===== src/rtl/trap_sequencer.sv =====
// trap_sequencer: turns exceptions, timer interrupts, mret and CSR-instruction
// writes into a sequence of single-port CSR-file accesses, ending with a
// fetch redirect for traps and mret.
module trap_sequencer #(
    parameter int DATA_WIDTH = 32
) (
    input  logic                  clk,
    input  logic                  rst,
    input  logic                  exc_valid,
    input  logic [DATA_WIDTH-1:0] exc_cause,
    input  logic [DATA_WIDTH-1:0] exc_pc,
    input  logic                  mret_valid,
    input  logic                  irq,
    input  logic [DATA_WIDTH-1:0] cur_pc,
    input  logic                  csr_req_valid,
    output logic                  csr_req_ready,
    input  logic [11:0]           csr_req_addr,
    input  logic [DATA_WIDTH-1:0] csr_req_wdata,
    output logic                  csr_wen,
    output logic [11:0]           csr_addr,
    output logic [DATA_WIDTH-1:0] csr_wdata,
    input  logic [DATA_WIDTH-1:0] csr_rdata,
    output logic                  redirect_valid,
    input  logic                  redirect_ready,
    output logic [DATA_WIDTH-1:0] redirect_pc,
    output logic                  busy
);

    localparam logic [11:0] CSR_MSTATUS = 12'h300;
    localparam logic [11:0] CSR_MTVEC   = 12'h305;
    localparam logic [11:0] CSR_MEPC    = 12'h341;
    localparam logic [11:0] CSR_MCAUSE  = 12'h342;

    typedef enum logic [3:0] {
        IDLE, T_EPC, T_CAUSE, T_STATUS, T_VEC, M_EPC, M_STATUS, CSR_WR, REDIRECT
    } state_t;

    state_t                r_state;
    state_t                w_next;
    logic [DATA_WIDTH-1:0] r_epc;
    logic [DATA_WIDTH-1:0] r_cause;
    logic [11:0]           r_req_addr;
    logic [DATA_WIDTH-1:0] r_req_wdata;
    logic [DATA_WIDTH-1:0] r_redirect_pc;

    logic                  w_wen;
    logic [11:0]           w_addr;
    logic [DATA_WIDTH-1:0] w_wdata;
    logic                  w_ready;
    logic                  w_redir_valid;
    logic                  w_ld_exc;
    logic                  w_ld_irq;
    logic                  w_ld_req;
    logic                  w_ld_rpc;
    logic [DATA_WIDTH-1:0] w_rpc_val;
    logic                  w_irq_take;
    logic [DATA_WIDTH-1:0] w_irq_cause;
    logic [DATA_WIDTH-1:0] w_status_trap;
    logic [DATA_WIDTH-1:0] w_status_mret;

    // Interrupt cause code and the two mstatus rewrites, all derived from the
    // current CSR read (mstatus is on the port whenever these are used).
    always_comb begin
        w_irq_cause                 = '0;
        w_irq_cause[DATA_WIDTH-1]   = 1'b1;
        w_irq_cause[2:0]            = 3'd7;
        w_status_trap               = csr_rdata;
        w_status_trap[7]            = csr_rdata[3];
        w_status_trap[3]            = 1'b0;
        w_status_trap[12:11]        = 2'b11;
        w_status_mret               = csr_rdata;
        w_status_mret[3]            = csr_rdata[7];
        w_status_mret[7]            = 1'b1;
        w_status_mret[12:11]        = 2'b11;
        w_irq_take                  = irq & csr_rdata[3];
    end

    // State register.
    always_ff @(posedge clk) begin
        if (rst) r_state <= IDLE;
        else     r_state <= w_next;
    end

    // Next-state decode, CSR port drive and load enables for the datapath.
    always_comb begin
        w_next        = r_state;
        w_wen         = 1'b0;
        w_addr        = '0;
        w_wdata       = '0;
        w_ready       = 1'b0;
        w_redir_valid = 1'b0;
        w_ld_exc      = 1'b0;
        w_ld_irq      = 1'b0;
        w_ld_req      = 1'b0;
        w_ld_rpc      = 1'b0;
        w_rpc_val     = '0;
        case (r_state)
            IDLE: begin
                // mstatus stays on the read port so MIE can gate irq.
                w_addr = CSR_MSTATUS;
                if (exc_valid) begin
                    w_ld_exc = 1'b1;
                    w_next   = T_EPC;
                end else if (mret_valid) begin
                    w_next   = M_EPC;
                end else if (w_irq_take) begin
                    w_ld_irq = 1'b1;
                    w_next   = T_EPC;
                end else begin
                    w_ready = 1'b1;
                    if (csr_req_valid) begin
                        w_ld_req = 1'b1;
                        w_next   = CSR_WR;
                    end
                end
            end
            T_EPC: begin
                w_wen   = 1'b1;
                w_addr  = CSR_MEPC;
                w_wdata = r_epc;
                w_next  = T_CAUSE;
            end
            T_CAUSE: begin
                w_wen   = 1'b1;
                w_addr  = CSR_MCAUSE;
                w_wdata = r_cause;
                w_next  = T_STATUS;
            end
            T_STATUS: begin
                w_wen   = 1'b1;
                w_addr  = CSR_MSTATUS;
                w_wdata = w_status_trap;
                w_next  = T_VEC;
            end
            T_VEC: begin
                // Direct mode only: mode bits are dropped from the vector.
                w_addr    = CSR_MTVEC;
                w_ld_rpc  = 1'b1;
                w_rpc_val = {csr_rdata[DATA_WIDTH-1:2], 2'b00};
                w_next    = REDIRECT;
            end
            M_EPC: begin
                w_addr    = CSR_MEPC;
                w_ld_rpc  = 1'b1;
                w_rpc_val = csr_rdata;
                w_next    = M_STATUS;
            end
            M_STATUS: begin
                w_wen   = 1'b1;
                w_addr  = CSR_MSTATUS;
                w_wdata = w_status_mret;
                w_next  = REDIRECT;
            end
            CSR_WR: begin
                w_wen   = 1'b1;
                w_addr  = r_req_addr;
                w_wdata = r_req_wdata;
                w_next  = IDLE;
            end
            REDIRECT: begin
                w_redir_valid = 1'b1;
                if (redirect_ready) w_next = IDLE;
            end
            default: w_next = IDLE;
        endcase
    end

    // Latched trap/request/redirect data; reset clears everything.
    always_ff @(posedge clk) begin
        if (rst) begin
            r_epc         <= '0;
            r_cause       <= '0;
            r_req_addr    <= '0;
            r_req_wdata   <= '0;
            r_redirect_pc <= '0;
        end else begin
            if (w_ld_exc) begin
                r_epc   <= exc_pc;
                r_cause <= exc_cause;
            end
            if (w_ld_irq) begin
                r_epc   <= cur_pc;
                r_cause <= w_irq_cause;
            end
            if (w_ld_req) begin
                r_req_addr  <= csr_req_addr;
                r_req_wdata <= csr_req_wdata;
            end
            if (w_ld_rpc) r_redirect_pc <= w_rpc_val;
        end
    end

    // Reset blocks writes, handshakes and redirects in the cycle it is asserted.
    always_comb begin
        csr_wen        = w_wen & ~rst;
        csr_req_ready  = w_ready & ~rst;
        redirect_valid = w_redir_valid & ~rst;
        csr_addr       = w_addr;
        csr_wdata      = w_wdata;
        redirect_pc    = r_redirect_pc;
        busy           = (r_state != IDLE);
    end

endmodule


===== config.mk =====
export PLATFORM = sky130hd
export DESIGN_NAME = trap_sequencer
export DESIGN_NICKNAME = d
export VERILOG_FILES = /design/src/rtl/trap_sequencer.sv
export SDC_FILE = /design/constraint.sdc
export NUM_CORES = 1
export LEC_CHECK = 0
export BUFFER_PORTS_ARGS = -buffer_cell sky130_fd_sc_hd__buf_2
export CAP_MARGIN = 30
export CORE_ASPECT_RATIO = 0.7
export CORE_MARGIN = 3
export CORE_UTILIZATION = 30
export DETAILED_ROUTE_END_ITERATION = 10
export PLACE_DENSITY = 0.62
export SLEW_MARGIN = 20
export SYNTH_ARGS = -nofsm -noshare
export SYNTH_HDL_FRONTEND = slang
export SYNTH_SLANG_ARGS = --single-unit

===== constraint.sdc =====
create_clock -name clk -period 2.2 [get_ports clk]
set_clock_uncertainty 0.1 [all_clocks]
set_input_delay 0.22 -clock clk [delete_from_list [all_inputs] [get_ports clk]]
set_output_delay 0.22 -clock clk [all_outputs]
set_load 0.05 [all_outputs]

Word level (Yosys, flattened, before mapping)
Cells that the tools add are included.
{ "op_classes": {"n_eq_ne": 10, "n_mux": 31, "n_bitwise": 5, "n_reduce_logical": 10} }
{ "ops": {"columns": ["operator", "count"], "rows": [
  ["case mux 32 bit (5 select lines)", 1],
  ["2-to-1 mux 32 bit", 4],
  ["case mux 32 bit (2 select lines)", 1],
  ["case mux 12 bit (5 select lines)", 1],
  ["case mux 4 bit (7 select lines)", 1],
  ["2-to-1 mux 4 bit", 5],
  ["2-to-1 mux 1 bit", 18],
  ["equality test 4 x 3 -> 1 bit (second input constant)", 4],
  ["equality test 4 x 2 -> 1 bit (second input constant)", 2],
  ["OR reduction 2 bit", 4],
  ["!= test 5 bit (second input constant)", 1],
  ["OR reduction 5 bit", 1],
  ["AND 1 bit", 4],
  ["equality test 4 x 1 -> 1 bit (second input constant)", 1],
  ["equality test 4 bit (second input constant)", 1],
  ["zero test 4 bit", 1],
  ["nonzero test 4 bit", 1],
  ["OR reduction 3 bit", 1],
  ["!= test 2 bit (second input constant)", 1],
  ["AND reduction 2 bit", 1],
  ["nonzero test 2 bit", 1],
  ["NOT 1 bit", 1]
]} }
{ "word_totals": {"reg_bits": 144, "inputBits": 179, "output_inout_bits": 80, "elab_cells": 63} }

Depth between registers and ports, before layout
Gate-level depths: netlist (run 1).
{ "depth": {"ltp_word": 6, "depth_mapped": 7, "depth_no_buf": 4} }

Least setup slack after synthesis (run 1)
No wires, ideal clock.
{ "synth_timing": {"kind": "register -> output", "start": "register r_state[0]", "end": "output port csr_wdata[7]", "t_arrival_ps": 2274, "required_ps": 1880, "slack_ps": -394, "path_stages_with_launch": 5, "n_path_buf": 2, "path_cell_list": "dfxtp_1 > clkbuf_1 > clkbuf_1 > a21oi_1 > o31ai_1"} }
{ "synth_via": {"elab_chain_len": 2, "word_cells_on_any_way": 6, "cone_classes": "5 x eq/ne; 1 x mux"} }
{ "synth_lines": {"columns": ["item", "line", "source"], "rows": [
  ["start: declaration", "38", "state_t r_state;"],
  ["start signal: assignment", "81", "else r_state <= w_next;"],
  ["equality test 4 x 3 -> 1 bit (tied with other cells)", "97", "case (r_state)"],
  ["case mux 32 bit (5 select lines) *", "97", null],
  ["end: declaration", "21", "output logic [DATA_WIDTH-1:0] csr_wdata,"]
]} }
Every way passes the cells marked *; elsewhere a longest branch is shown, timed or not.

Final worst setup path (run 1)
{ "layout_timing": {"start": "register r_state[1]", "end": "output port csr_wdata[13]"} }
The elaborated chain is that of the path after synthesis.

==> run_results.csv, run 1 <==
group,metric,value,unit
status,status,"finished with violations",
detailed_routing,finalWirelength,28.4,mm
cts,cts_root_buffer,"clkbuf_16",
logic_synthesis,syn_area,6500,µm²
critical_path,crit_type,"reg -> out",
cts,cts_tree,"built",
floorplan,core_area,21000,µm²
job,cap_viol_max_count,0,
floorplan,die_x,182,µm
logic_synthesis,yosys_warnings,0,
sta,finalHoldViolations,0,
grt,grt_max_degree,90,
cts,clk_latency,0.41,ns
detailed_routing,vias,7528,
power_and_ir_drop,seq_power_share,32.7,%
logic_synthesis,seq_area_frac_synth,44.4,%
grt,gr-total-overflow,0,
power_and_ir_drop,switching_share,37.9,%
critical_path,endpoint_kind,"output port",
power_and_ir_drop,max-vdd-ir-drop,567,µV
detailed_routing,via_per_inst,5.06,
sta,min_period_over_period,106,%
grt,use_met3,5.64,%
floorplan,initial_utilization,31.0,%
status,violations,"setup timing",
floorplan,die-height,129,µm
power_and_ir_drop,combPwrFrac,36.0,%
grt,grtUsageMet1,31.8,%
floorplan,fp-row-count,44,
sta,relSlewSlack,66.9,%
grt,grt_pass1_vias,7508,
cts,h-tree-depth,4,
floorplan,die_area,23500,µm²
placement,portBuffers,258,
sta,finalSetupViolCount,19,
detailed_routing,firstDrtPassIters,6,
placement,dpl.hpwl,17.4,mm
logic_synthesis,synthTopCellsByArea,"dfxtp_1, nand2_1, mux2i_1",
logic_synthesis,ys_types,38,
logic_synthesis,ys_async_sr_fraction,0,%
floorplan,pin_count,259,
power_and_ir_drop,internal_power,5.85,mW
sta,fin_crit,2.32,ns
grt,met2_usage,37.5,%
placement,dp_cells,1298,
cts,cts.sinks,144,
logic_synthesis,ys.flop_type,"dfxtp_1",
power_and_ir_drop,p_leak,4.66,nW
critical_path,critPathLaunchType,"flop",
cts,cts.reportedPaths.clkPinSlew,0.06,ns
sta,final.setup.worst_slack,-0.124,ns
detailed_routing,first_iter_violations,773,
hold_path,hold_class,"in -> reg",
layout,final_common_cell,"buf_2",
critical_path,critPathMaxFanout,6,
cts,clockBufferDepth,2,
logic_synthesis,ys_ff_latch,144,
logic_synthesis,synth_top_area_share,44.4,%
critical_path,worstPathRequired,1.88,ns
sta,tightest_slew,0.497,ns
grt,gr-max-usage-layer,"met2",
grt,grt_util_all_layers,23.4,%
layout,drive_gt1_share,30.6,%
grt,antenna_found_initial,4,
layout,multiInputGateArea,3190,µm²
power_and_ir_drop,cellPowerDensity,874,nW/µm²
sta,finalMaxSlewViolations,0,
critical_path,slowest_stage,"a222oi_1",
layout,regArea,2900,µm²
detailed_routing,drc,0,
cts,numCtsBuffers,17,
layout,mostFrequentLayoutCells,"buf_2, nand2_1, dfxtp_1",
layout,nFillCells,1956,
sta,grt_setup_unrepaired,"true",
logic_synthesis,syn_nets,983,
critical_path,slowest_delay,0.42,ns
power_and_ir_drop,clockPowerShare,31.3,%
logic_synthesis,synth_area_leader_cell,"dfxtp_1",
detailed_routing,ant_nets,0,
detailed_routing,routedWlPerCell,19.1,µm
placement,pre_cts_slack,0.0231,ns
layout,fin_nets,1375,
logic_synthesis,synth_cells,804,
placement,globalplace.congestion,0.842,
logic_synthesis,synth_edf_count,0,
layout,area_growth,65.9,%
critical_path,path_cells,"and4b_4 -> buf_12 -> a222oi_1 -> o21ai_1 -> buf_6",
grt,grt_pass1_wl,42.7,mm
layout,fin_cells,1487,
sta,fmax,0.430,GHz
critical_path,arrival,2.00,ns
power_and_ir_drop,switching_power,3.58,mW
logic_synthesis,postSynthAreaPerCell,8.08,µm²
[flip-flops by register name, indices dropped and copies added (netlist names)]
name / count
r_cause: 32
r_epc: 32
r_req_wdata: 32
redirect_pc: 32
r_req_addr: 12
r_state: 4
[worst paths after layout]
| path | startpoint | endpoint | slack, ns | cells past startpoint |
|---|---|---|---|---|
| worst max register to register | r_state[1]$_SDFFE_PP0P_ | r_req_addr[11]$_SDFFE_PP0P_ | 0.12 | 7 |
| worst min register to register | redirect_pc[21]$_SDFFE_PP0P_ | redirect_pc[21]$_SDFFE_PP0P_ | 0.35 | 2 |
| worst max-delay path | r_state[1]$_SDFFE_PP0P_ | csr_wdata[13] | -0.12 | 5 |
| worst min-delay path | csr_req_wdata[30] | r_req_wdata[30]$_SDFFE_PP0P_ | 0.03 | 3 |
[area by class of cell]
type	instances	area share, %
Clock inverter	14	1.44
Inverter	66	2.31
Sequential cell	144	26.9
Multi-Input combinational cell	520	29.6
Antenna cell	2	0.0464
Tap cell	276	3.20
Clock buffer	18	3.98
Timing Repair Buffer	447	32.5
[worst max-delay path: cells and delay by family, from the launching register on]
kind / cells / cell delay [ns]
AOI/OAI and AO/OA: 2 / 0.61
DFF: 1 / 0.38
and+or+nand+nor: 1 / 0.26
buffers and inverters: 2 / 0.34
[routing by layer]
layer | vias to the layer above | routed length, µm
met4 | 4 | 418
met3 | 33 | 2340
met1 | 3535 | 12800
met5 | - | 23
li1 | 3610 | -
met2 | 346 | 12800
[per-stage QoR]
step           utilization (%)  hold slack [ns]  TNS (ns)  power (mW)  area (µm²)
2_1_floorplan                -            0.244     -8.08        4.88        6530
3_3_place_gp              39.2            0.338         0        5.80        8230
3_5_place_dp              39.2            0.343         0        5.83        8230
4_1_cts                   50.9          0.00620     -1.44        9.33       10700
5_1_grt                   51.4           0.0280     -3.38        9.81       10800
6_report                  51.4           0.0343    -0.718        9.42       10800
[logic make-up (layout without fill, tap and decap cells)]
group           count (synthesis)  after routing  share of synthesized area [%]
compound gates                206            206                           21.4
buf+inv                       140            545                           8.57
xor+xnor                        1              1                          0.135
simple gates                  268            268                           18.6
other cells                     0              2                              0
mux                            45             45                           6.93
flops                         144            144                           44.4
[synth_stat cells (2+ instances only)]
library cell  instances
a21oi_1              65
a221o_1              32
a222oi_1             28
a22oi_1               4
a31oi_1               5
and2_1                8
buf_1                 2
buf_2                10
buf_4                 5
clkbuf_1             57
dfxtp_1             144
inv_1                64
inv_2                 2
mux2i_1              45
nand2_1             155
nand2b_1              5
nand3_1              38
nor2_1               13
nor3_1               36
nor4_4                2
nor4b_1               2
o21a_1                2
o21ai_0              62
o31ai_1               3
or2_2                 2
[timing repair]
action                     4_1_cts  5_1_grt
pin swaps                       30       10
hold buffers                   138        0
setup endpoints to repair       44       57
hold endpoints to repair       138        0
gates resized for setup        125       24
cloned                           4        3
buffers inserted                13        1
[power by group through the flow]
stage	Sequential, mW	Combinational [mW]	Clock [mW]
after CTS	3.08	3.26	2.99
final	3.09	3.39	2.95
after global routing	3.12	3.60	3.10
after floorplan	3.25	1.63	0
after detailed placement	3.13	2.71	0
after global placement	3.12	2.68	0
No activity file was read; power rests on OpenSTA's default activity.
==> run 2: changes to the inputs <==
--- a/config.mk
+++ b/config.mk
@@ -5,13 +5,15 @@
 export SDC_FILE = /design/constraint.sdc
 export NUM_CORES = 1
 export LEC_CHECK = 0
+export ABC_AREA = 1
 export BUFFER_PORTS_ARGS = -buffer_cell sky130_fd_sc_hd__buf_2
 export CAP_MARGIN = 30
 export CORE_ASPECT_RATIO = 0.7
 export CORE_MARGIN = 3
-export CORE_UTILIZATION = 30
+export CORE_UTILIZATION = 35
+export CTS_CLUSTER_DIAMETER = 200
 export DETAILED_ROUTE_END_ITERATION = 10
-export PLACE_DENSITY = 0.62
+export PLACE_DENSITY = 0.69
 export SLEW_MARGIN = 20
 export SYNTH_ARGS = -nofsm -noshare
 export SYNTH_HDL_FRONTEND = slang
==> run 2 against run 1 <==
Against the previous run: wire length down 7.0%; synthesized cell count up 21%; core utilization up 6.1 points; global-route usage up 0.94 points; power up 8.2%; worst hold slack worse by 0.015 ns; cell count up 6.9%; critical endpoint is now csr_addr[4]; non-clock buffer count down 37; the run still ends with setup timing left; synthesized area up 2.3%; clock power up 2%; largest power group unchanged.
==> run_results.csv, run 2 <==
group,metric,value,unit
logic_synthesis,ys.flop_type,"dfxtp_1",
layout,fin_nets,1520,
sta,finalHoldViolations,0,
critical_path,reg2reg_depth,7,
placement,globalplace.congestion,0.883,
critical_path,critPathLaunch,"r_state[2]$_SDFFE_PP0P_",
hold_path,holdPathStages,3,
logic_synthesis,seq_area_frac_synth,43.3,%
logic_synthesis,synth_cells,971,
critical_path,worstPathRequired,1.88,ns
critical_path,critPathMaxFanout,6,
logic_synthesis,yosys_warnings,0,
power_and_ir_drop,finalPower,10.2,mW
detailed_routing,ant_nets,0,
cts,clk_latency,0.41,ns
floorplan,die_area,20700,µm²
logic_synthesis,syn_nets,1150,
layout,area_growth,58.3,%
job,cap_viol_max_count,0,
placement,pre_cts_slack,0.186,ns
floorplan,core_area,18300,µm²
cts,cts_root_buffer,"clkbuf_16",
sta,fmax,0.439,GHz
sta,relSlewSlack,59.7,%
layout,fin_util,57.5,%
critical_path,critPathLaunchType,"flop",
power_and_ir_drop,p_leak,4.87,nW
floorplan,initial_utilization,36.3,%
hold_path,hp-start,"csr_rdata[20]",
cts,clockBufferDepth,2,
hold_path,hold_class,"in -> reg",
sta,finalSetupViolCount,38,
grt,antenna_found_initial,0,
cts,cts.sinks,144,
detailed_routing,firstDrtPassIters,5,
detailed_routing,routedWlPerCell,16.6,µm
logic_synthesis,ys_ff_latch,144,
power_and_ir_drop,cellPowerDensity,968,nW/µm²
cts,h-tree-depth,4,
placement,portBuffers,258,
critical_path,slowest_delay,0.39,ns
status,violations,"setup timing",
sta,tightest_slew,0.603,ns
critical_path,endpoint_kind,"output port",
logic_synthesis,syn_area,6650,µm²
critical_path,slowest_stage,"dfxtp_4",
power_and_ir_drop,max-vdd-ir-drop,527,µV
floorplan,pin_count,259,
logic_synthesis,ys_async_sr_fraction,0,%
cts,cts_tree,"built",
critical_path,r2r-start,"r_state[0]$_SDFFE_PP0P_",
grt,grt_pass1_vias,7410,
logic_synthesis,yosysMostFrequentCell,"nand2_1",
logic_synthesis,synthTopCellsByArea,"dfxtp_1, nand2_1, o21ai_0",
layout,diodes,0,
sta,grt_setup_unrepaired,"true",
critical_path,crit_type,"reg -> out",
floorplan,die_x,171,µm
logic_synthesis,ys_top_cells_by_count,"nand2_1, dfxtp_1, nor2_1",
sta,final.setup.worst_slack,-0.0791,ns
cts,numCtsBuffers,17,
grt,grt_max_degree,71,
sta,fin_crit,2.28,ns
layout,final_common_cell,"nand2_1",
hold_path,holdPathEnd,"redirect_pc[20]$_SDFFE_PP0P_",
grt,gr-total-overflow,0,
logic_synthesis,synth_top_area_share,43.3,%
status,status,"finished with violations",
detailed_routing,finalWirelength,26.5,mm
detailed_routing,via_per_inst,4.99,
detailed_routing,first_iter_violations,625,
placement,dpl.hpwl,16.9,mm
sta,finalMaxSlewViolations,0,
floorplan,fp-row-count,41,
grt,grt_util_all_layers,24.3,%
logic_synthesis,ys_types,24,
layout,drive_gt1_share,28.6,%
grt,grt_pass1_wl,39.4,mm
detailed_routing,drc,0,
critical_path,rrSetupSlack,0.24,ns
floorplan,die-height,121,µm
layout,mostFrequentLayoutCells,"nand2_1, buf_2, dfxtp_1",
detailed_routing,vias,7922,
sta,min_period_over_period,104,%
critical_path,arrival,1.96,ns
logic_synthesis,synth_area_leader_cell,"dfxtp_1",
critical_path,path_buf_inv,6,
cts,cts.reportedPaths.clkPinSlew,0.07,ns
critical_path,r2r-end,"r_cause[20]$_SDFFE_PP0P_",
critical_path,crit_family,"buffers and inverters",
logic_synthesis,synth_edf_count,0,
logic_synthesis,postSynthAreaPerCell,6.85,µm²
layout,nFillCells,1630,
critical_path,path_cells,"inv_4 -> nor2_4 -> buf_6 -> inv_4 -> nor2_4 -> buf_12 -> clkinvlp_4 -> nor2_1 -> buf_6",
-- run 2: cell types whose count changed after synthesis, moves of 13 or more --
cell,delta
nor2_1,+92
a222oi_1,-28
nand3_1,+34
a221o_1,-32
nor3_1,-34
mux2i_1,-45
o21ai_0,+17
nand4_1,+29
inv_1,+21
nand2_1,+139
clkbuf_1,-36
buf_6,+13
-- run 2: cell type report --
type	instances	area (µm²)	area share [%]
clock buffers	19	453	4.30
clock inverters	12	158	1.50
inverters	91	358	3.40
multi-input cells	677	3150	29.9
flip-flops and latches	144	2900	27.5
well taps	236	295	2.80
repair buffers	410	3220	30.6
-- run 2: what timing repair did --
action                                 4_1_cts  5_1_grt
setup endpoints to repair                   43       43
gates resized for setup                     93       35
pin swaps                                    8       15
hold buffers                               105        0
gates cloned                                 2        3
endpoints found under the hold margin      105        0
setup buffers                               14        6
-- run 2: worst max path at each step --
stage | end | slack, ns | cells after the start
3_3_place_gp | csr_wdata[0] | 0.22 | 8
3_5_place_dp | csr_wdata[0] | 0.19 | 8
5_1_grt | csr_addr[4] | -0.18 | 9
4_1_cts | csr_addr[11] | -0.03 | 9
2_1_floorplan | csr_addr[10] | 0.14 | 6
6_report | csr_addr[4] | -0.08 | 9
-- run 2: tightest hold or removal path, stage by stage --
cell and delay [ns]:
buf_2 0.09, o21ai_0 0.08, a21oi_1 0.11
-- run 2: where the power goes --
| group | switching, mW | leakage, nW | total, mW | internal, mW |
|---|---|---|---|---|
| Sequential | 0.230 | 1.18 | 3.22 | 2.99 |
| Combinational | 2.59 | 3.39 | 3.98 | 1.39 |
| Clock | 1.15 | 0.304 | 3.00 | 1.85 |
| Total | 3.98 | 4.87 | 10.2 | 6.22 |
-- run 2: kinds of logic after synthesis --
family	Yosys count	share of synthesized area (%)
simple gates	524	34.3
flops	144	43.3
compound gates	153	11.7
buf+inv	150	10.6
-- run 2: metal layers --
| layer | global-route usage [%] | routed length (µm) |
|---|---|---|
| met5 | 0 | 0 |
| met1 | 31.8 | 11300 |
| met3 | 6.25 | 2660 |
| met4 | 6.89 | 364 |
| met2 | 39.8 | 12200 |
-- run 2: per-stage QoR --
stage	instances	TNS, ns	hold WS [ns]	cell area (µm²)
2_1_floorplan	971	0	0.189	6650
3_3_place_gp	1431	0	0.329	8250
3_5_place_dp	1431	0	0.333	8250
4_1_cts	1582	-0.182	0.000546	10300
5_1_grt	1589	-4.50	0.0201	10500
6_report	1589	-1.44	0.0191	10500
